<file path="config.mk">
export PLATFORM = sky130hd
export DESIGN_NAME = mem_stage_flat
export DESIGN_NICKNAME = d
export VERILOG_FILES = /design/src/rtl/mem_stage_if.sv /design/src/rtl/mem_stage.sv /design/src/flat_wrapper.sv
export SDC_FILE = /design/constraint.sdc
export NUM_CORES = 2
export LEC_CHECK = 0
export BUFFER_PORTS_ARGS = -buffer_cell sky130_fd_sc_hd__clkbuf_2
export CAP_MARGIN = 15
export CORE_AREA = 5 5 512 514
export CTS_BUF_LIST = sky130_fd_sc_hd__clkbuf_4
export DETAILED_ROUTE_END_ITERATION = 8
export DIE_AREA = 0 0 517 519
export GPL_TIMING_DRIVEN = 0
export SYNTH_ARGS = -nofsm -noshare
export SYNTH_HDL_FRONTEND = slang
export SYNTH_SLANG_ARGS = --single-unit
</file>
<file path="constraint.sdc">
create_clock -name clk -period 3.23 [get_ports clk]
set_clock_uncertainty 0.05 [all_clocks]
set_input_delay 0.1615 -clock clk [delete_from_list [all_inputs] [get_ports clk]]
set_output_delay 0.1615 -clock clk [all_outputs]
set_load 0.02 [all_outputs]
</file>
<file path="src/rtl/mem_stage_if.sv">
// EX/MEM inputs, MEM/WB outputs and the external I/O port of the memory stage.
// The master modport is the driving side (EX stage / bench); mem_stage takes the slave modport.
interface mem_stage_if;
    logic       valid_in;
    logic [7:0] alu_result_in;
    logic [7:0] store_data_in;
    logic [2:0] rd_in;
    logic [3:0] alu_flag_in;
    logic       memread_in;
    logic       memwrite_in;
    logic       memtoreg_in;
    logic       regwrite_in;
    logic [7:0] io_in;

    logic [7:0] alu_result_out;
    logic [7:0] mem_data_out;
    logic [2:0] rd_out;
    logic [3:0] alu_flag_out;
    logic       memtoreg_out;
    logic       regwrite_out;
    logic       stall_out;
    logic [7:0] io_out;

    modport master (
        output valid_in, alu_result_in, store_data_in, rd_in, alu_flag_in,
               memread_in, memwrite_in, memtoreg_in, regwrite_in, io_in,
        input  alu_result_out, mem_data_out, rd_out, alu_flag_out,
               memtoreg_out, regwrite_out, stall_out, io_out
    );

    modport slave (
        input  valid_in, alu_result_in, store_data_in, rd_in, alu_flag_in,
               memread_in, memwrite_in, memtoreg_in, regwrite_in, io_in,
        output alu_result_out, mem_data_out, rd_out, alu_flag_out,
               memtoreg_out, regwrite_out, stall_out, io_out
    );
endinterface

</file>
<file path="src/rtl/mem_stage.sv">
// Pipeline memory stage: 256x8 synchronous RAM with a synchronized input port at 0xFE and an
// output register at 0xFF. Loads take two cycles (issue + LOAD_WAIT) and stall upstream once.
module mem_stage (
    input logic       clk,
    input logic       reset_n,
    mem_stage_if.slave bus
);

    typedef enum logic [0:0] {StIdle, StLoadWait} state_e;

    state_e     state_q, state_d;
    logic [7:0] addr_q, addr_d;
    logic [2:0] rd_q, rd_d;
    logic [3:0] flag_q, flag_d;
    logic       memtoreg_q, memtoreg_d;
    logic       regwrite_q, regwrite_d;
    logic [7:0] rdata_q, rdata_d;
    logic [7:0] io_out_q, io_out_d;
    logic [7:0] sync1_q, sync2_q;
    logic [7:0] ram [256];
    logic       is_load, is_store, ram_we;

    // A request with both memread and memwrite set is handled as a plain store.
    assign is_load  = (state_q == StIdle) && bus.valid_in && bus.memread_in && !bus.memwrite_in;
    assign is_store = (state_q == StIdle) && bus.valid_in && bus.memwrite_in;
    assign ram_we   = is_store && (bus.alu_result_in < 8'hFE);

    always_comb begin
        state_d    = state_q;
        addr_d     = addr_q;
        rd_d       = rd_q;
        flag_d     = flag_q;
        memtoreg_d = memtoreg_q;
        regwrite_d = regwrite_q;
        rdata_d    = rdata_q;
        io_out_d   = io_out_q;
        unique case (state_q)
            StIdle: begin
                if (is_load) begin
                    addr_d     = bus.alu_result_in;
                    rd_d       = bus.rd_in;
                    flag_d     = bus.alu_flag_in;
                    memtoreg_d = bus.memtoreg_in;
                    regwrite_d = bus.regwrite_in;
                    case (bus.alu_result_in)
                        8'hFE:   rdata_d = sync2_q;
                        8'hFF:   rdata_d = io_out_q;
                        default: rdata_d = ram[bus.alu_result_in];
                    endcase
                    state_d = StLoadWait;
                end
                if (is_store && (bus.alu_result_in == 8'hFF)) begin
                    io_out_d = bus.store_data_in;
                end
            end
            StLoadWait: state_d = StIdle;
            default:    state_d = StIdle;
        endcase
    end

    always_comb begin
        bus.alu_result_out = bus.alu_result_in;
        bus.rd_out         = bus.rd_in;
        bus.alu_flag_out   = bus.alu_flag_in;
        bus.memtoreg_out   = bus.memtoreg_in;
        bus.regwrite_out   = bus.regwrite_in && bus.valid_in;
        bus.stall_out      = 1'b0;
        if (state_q == StLoadWait) begin
            bus.alu_result_out = addr_q;
            bus.rd_out         = rd_q;
            bus.alu_flag_out   = flag_q;
            bus.memtoreg_out   = memtoreg_q;
            bus.regwrite_out   = regwrite_q;
        end else if (is_load) begin
            bus.stall_out    = 1'b1;
            bus.regwrite_out = 1'b0;
        end
        // Keep WB and upstream quiet for the whole reset pulse, not just after the next edge.
        if (!reset_n) begin
            bus.stall_out    = 1'b0;
            bus.regwrite_out = 1'b0;
        end
    end

    assign bus.mem_data_out = rdata_q;
    assign bus.io_out       = io_out_q;

    always_ff @(posedge clk or negedge reset_n) begin
        if (!reset_n) begin
            state_q    <= StIdle;
            addr_q     <= 8'h00;
            rd_q       <= 3'h0;
            flag_q     <= 4'h0;
            memtoreg_q <= 1'b0;
            regwrite_q <= 1'b0;
            rdata_q    <= 8'h00;
            io_out_q   <= 8'h00;
            sync1_q    <= 8'h00;
            sync2_q    <= 8'h00;
        end else begin
            state_q    <= state_d;
            addr_q     <= addr_d;
            rd_q       <= rd_d;
            flag_q     <= flag_d;
            memtoreg_q <= memtoreg_d;
            regwrite_q <= regwrite_d;
            rdata_q    <= rdata_d;
            io_out_q   <= io_out_d;
            sync1_q    <= bus.io_in;
            sync2_q    <= sync1_q;
        end
    end

    // RAM contents survive reset.
    always_ff @(posedge clk) begin
        if (ram_we) begin
            ram[bus.alu_result_in] <= bus.store_data_in;
        end
    end

endmodule

</file>
<file path="src/flat_wrapper.sv">
// flat-port wrapper written by rule: the top's interface ports become plain ports
module mem_stage_flat 
  (clk, reset_n, bus_valid_in, bus_alu_result_in, bus_store_data_in, bus_rd_in, bus_alu_flag_in, bus_memread_in, bus_memwrite_in, bus_memtoreg_in, bus_regwrite_in, bus_io_in, bus_alu_result_out, bus_mem_data_out, bus_rd_out, bus_alu_flag_out, bus_memtoreg_out, bus_regwrite_out, bus_stall_out, bus_io_out);
  mem_stage_if bus_i ();
  input logic clk;
  input logic reset_n;
  input wire logic [$bits(bus_i.valid_in)-1:0] bus_valid_in;
  input wire logic [$bits(bus_i.alu_result_in)-1:0] bus_alu_result_in;
  input wire logic [$bits(bus_i.store_data_in)-1:0] bus_store_data_in;
  input wire logic [$bits(bus_i.rd_in)-1:0] bus_rd_in;
  input wire logic [$bits(bus_i.alu_flag_in)-1:0] bus_alu_flag_in;
  input wire logic [$bits(bus_i.memread_in)-1:0] bus_memread_in;
  input wire logic [$bits(bus_i.memwrite_in)-1:0] bus_memwrite_in;
  input wire logic [$bits(bus_i.memtoreg_in)-1:0] bus_memtoreg_in;
  input wire logic [$bits(bus_i.regwrite_in)-1:0] bus_regwrite_in;
  input wire logic [$bits(bus_i.io_in)-1:0] bus_io_in;
  output wire logic [$bits(bus_i.alu_result_out)-1:0] bus_alu_result_out;
  output wire logic [$bits(bus_i.mem_data_out)-1:0] bus_mem_data_out;
  output wire logic [$bits(bus_i.rd_out)-1:0] bus_rd_out;
  output wire logic [$bits(bus_i.alu_flag_out)-1:0] bus_alu_flag_out;
  output wire logic [$bits(bus_i.memtoreg_out)-1:0] bus_memtoreg_out;
  output wire logic [$bits(bus_i.regwrite_out)-1:0] bus_regwrite_out;
  output wire logic [$bits(bus_i.stall_out)-1:0] bus_stall_out;
  output wire logic [$bits(bus_i.io_out)-1:0] bus_io_out;
  assign bus_i.valid_in = bus_valid_in;
  assign bus_i.alu_result_in = bus_alu_result_in;
  assign bus_i.store_data_in = bus_store_data_in;
  assign bus_i.rd_in = bus_rd_in;
  assign bus_i.alu_flag_in = bus_alu_flag_in;
  assign bus_i.memread_in = bus_memread_in;
  assign bus_i.memwrite_in = bus_memwrite_in;
  assign bus_i.memtoreg_in = bus_memtoreg_in;
  assign bus_i.regwrite_in = bus_regwrite_in;
  assign bus_i.io_in = bus_io_in;
  assign bus_alu_result_out = bus_i.alu_result_out;
  assign bus_mem_data_out = bus_i.mem_data_out;
  assign bus_rd_out = bus_i.rd_out;
  assign bus_alu_flag_out = bus_i.alu_flag_out;
  assign bus_memtoreg_out = bus_i.memtoreg_out;
  assign bus_regwrite_out = bus_i.regwrite_out;
  assign bus_stall_out = bus_i.stall_out;
  assign bus_io_out = bus_i.io_out;
  mem_stage u_core (.clk(clk), .reset_n(reset_n), .bus(bus_i));
endmodule
</file>
==> flow_summary.toml <==
[global_route]
overflow = 0
grt_pass1_wl_um = 348700
grt_pass1_vias = 47048
grt_start_max_net_pins = 143
antenna_found_initial = 18
grtUsageTotal_pct = 18.29

[status]
violations = "negative setup slack"
status = "finished with violations"

[sta]
hold-worst-slack_ps = 164.0
setup_violations = 177
finalHoldViolCount = 0
relSlewSlack_pct = 14.42
min_period_ps = 3451
finalWorstSetupSlack_ps = -220.8
maxSlewViolCount = 0
fin_crit_sh_pct = 106.8
fmax_mhz = 289.8
tightestPinTransition_ps = 1284
tns_ps = -16860

[power]
comb_power_share_pct = 6.0
clock_power_share_pct = 40.2
ir_drop_v = 0.0003150
leakagePower_nw = 31.04
pwr_density_cell_nw_per_um2 = 582.0
swShare_pct = 23.40
p_int_mw = 42.73
p_sw_mw = 13.05
fin_total_pwr_mw = 55.79
seqPwrFrac_pct = 53.8

[synthesis]
ys_types = 63
synth_warnings = 0
syn_area_per_cell_um2 = 19.67
synth_ff_type = "edfxtp_1"
synth_seq_cells = 2098
synth-seq-area-share_pct = 76.72
synthCells = 4157
netlist_area_um2 = 81790
async_reset_ff_share_pct = 2.383
synth-edff-count = 2048

[placement]
hpwlAfterDp_um = 166200
globalplace.congestion = 0.9530
port_buffers = 66
placed_cells = 7646
dp_slack_ps = -2270
place_area_um2 = 87040

[route]
drt-pass1-iter-count = 8
drt-initial-drc-count = 5751
wl_per_cell_um = 28.90
vias = 46585
ant_nets = 0
vias_per_cell = 5.359
finalWirelength_um = 251200
drc_errors = 0

[clocking]
cts_made_buffers = 560
cts.sinks = 2098
worst_skew_pair.late_latency_ps = 1360
cts_tree = "yes"
root_buffer = "clkbuf_4"
clkTransAtPathRegs_ps = 70
htree_num_levels = 6
cts_buffer_depth = 4

[floorplan]
core_um2 = 256500
io_pins = 72
fp.dieArea_um2 = 268300
start_util_pct = 31.89
die_x_um = 517
die_height_um = 519
fp-row-count = 186

[final_layout]
final_util_pct = 37.37
instances_no_fill = 8693
area_delta_synth_final_pct = 17.19
nets = 4966
fin_area_um2 = 95840
fill_cells = 23595
drive_gt1_share_pct = 32.02

[setup_path]
worst_ep_arrival_time_ps = 4600
critical_path_class = "primary input to flop"
crit_path_start_kind = "primary input"
cp.required_ps = 4380
worst-path-max-fanout = 10
endpoint_kind = "flop"

[worst_hold_path]
worst_hold_path_type = "primary input to flop"

[run]
maxCapViolCount = 0
synthesized netlist by cell type (3+ instances only):
| master | n | area, µm² |
|---|---|---|
| buf_6 | 24 | 270.3 |
| o41ai_1 | 14 | 122.6 |
| nand4b_1 | 3 | 26.28 |
| o21ai_0 | 43 | 215.2 |
| o21a_1 | 7 | 52.55 |
| and2_1 | 4 | 25.02 |
| o31ai_1 | 7 | 52.55 |
| nand2_1 | 110 | 412.9 |
| buf_4 | 34 | 255.2 |
| dfrtp_1 | 50 | 1251 |
| nand4_1 | 28 | 175.2 |
| nor2_1 | 274 | 1028 |
| o22ai_1 | 55 | 344.1 |
| a221oi_1 | 45 | 394.1 |
| o211ai_1 | 3 | 22.52 |
| nor3_1 | 22 | 110.1 |
| a41oi_1 | 21 | 183.9 |
| a211oi_2 | 7 | 87.58 |
| edfxtp_1 | 2048 | 61500 |
| buf_1 | 13 | 48.80 |
| mux2i_1 | 350 | 3503 |
| buf_2 | 96 | 480.5 |
| nand3_1 | 75 | 375.4 |
| and4_1 | 8 | 70.07 |
| nand4bb_1 | 3 | 33.78 |
| buf_8 | 4 | 60.06 |
| a22oi_1 | 98 | 735.7 |
| o221ai_1 | 7 | 61.31 |
| a211oi_1 | 61 | 457.9 |
| mux4_2 | 327 | 7365 |
| a22o_1 | 50 | 437.9 |
| nor4_1 | 8 | 50.05 |
| nand2b_1 | 4 | 25.02 |
| a21oi_1 | 38 | 190.2 |
| mux2_2 | 34 | 382.9 |
| nor2b_1 | 43 | 269.0 |
| and3_1 | 12 | 75.07 |
| clkbuf_1 | 97 | 364.1 |
critical path: stages:
cell and delay [ps]:
clkbuf_2 210, clkbuf_1 410, clkbuf_1 820, nor2_1 450, nand2_1 590, nor3_1 190
a21oi_1 260, nand4_1 430, o31ai_2 910, a21oi_1 130
layout by cell type (no fill, tap or decap), types with 72 or more instances in the layout:
cell              n
a22oi_1          98
buf_2            96
clkbuf_1         83
clkbuf_4        822
clkinv_1         72
dlygate4sd3_1    92
edfxtp_1       2048
mux2i_1         350
mux4_2          327
nand2_1          94
nand3_1          75
nor2_1          108
nor2_2           80
nor2_4           87
cells by family after synthesis:
family                 Yosys count  share of synthesized area, %
AO/OA/AOI/OAI                  464                         4.184
buffers and inverters          272                         1.846
flip-flops                    2098                         76.72
multiplexers                   711                         13.76
other                            1                      0.004585
AND/OR/NAND/NOR                611                         3.485
power by group through the flow:
stage / logic, mW / registers, mW / clock network [mW]
5_1_grt: 3.43 / 30.0 / 24.3
6_report: 3.33 / 30.0 / 22.4
2_1_floorplan: 1.44 / 30.6 / 0
4_1_cts: 3.28 / 30.0 / 22.7
3_3_place_gp: 2.99 / 30.8 / 0
3_5_place_dp: 3.11 / 30.6 / 0
flip-flops by register name, summed over array words and instances, names as in the netlist:
signal                   count
u_core.flag_q                4
u_core.addr_q                8
u_core.bus.mem_data_out      8
u_core.state_q               1
u_core.regwrite_q            1
u_core.sync1_q               8
u_core.memtoreg_q            1
u_core.ram                2048
u_core.bus.io_out            8
u_core.rd_q                  3
u_core.sync2_q               8
final timing paths:
kind,endpoint,cells after the start,startpoint,slack [ps]
worst max-delay path,u_core.bus.mem_data_out[1],10,bus_alu_result_in[7],-220
worst min-delay path,u_core.bus.mem_data_out[1],6,bus_memwrite_in,160
worst max register to register,u_core.bus.mem_data_out[5],6,u_core.ram[3][5],-50
worst min register to register,u_core.sync2_q[2],0,u_core.sync1_q[2],290
max in group asynchronous,u_core.sync2_q[5],5,reset_n,2400
min in group asynchronous,u_core.addr_q[7],5,reset_n,430
per-layer routing:
| layer | part of all wire, % | track usage [%] | vias up |
|---|---|---|---|
| li1 | - | - | 19012 |
| met1 | 38 | 23.11 | 24200 |
| met2 | 47 | 28.20 | 2758 |
| met3 | 9.9 | 5.115 | 613 |
| met4 | 5.4 | 10.64 | 2 |
| met5 | 0.0052 | 0 | - |
area by class of cell:
class                           instances  area, µm²  area share (%)
Buffer                                269       1568           1.636
Tap cell                             3384       4234           4.418
Timing Repair Buffer                  194       2043           2.132
Sequential cell                      2098      62750           65.47
Multi-Input combinational cell       1802      18560           19.37
Clock inverter                        109      510.5          0.5326
Inverter                                3      11.26         0.01175
Antenna cell                           19      47.55         0.04961
Clock buffer                          815       6118           6.384
repair_timing:
item	4_1_cts	5_1_grt
hold endpoints to repair	2439	0
setup buffers	7	0
pin swaps	8	2
hold buffers	97	0
resized for setup	265	45
endpoints found under the setup margin	1897	1096
Power figures use the tool's default switching activity.
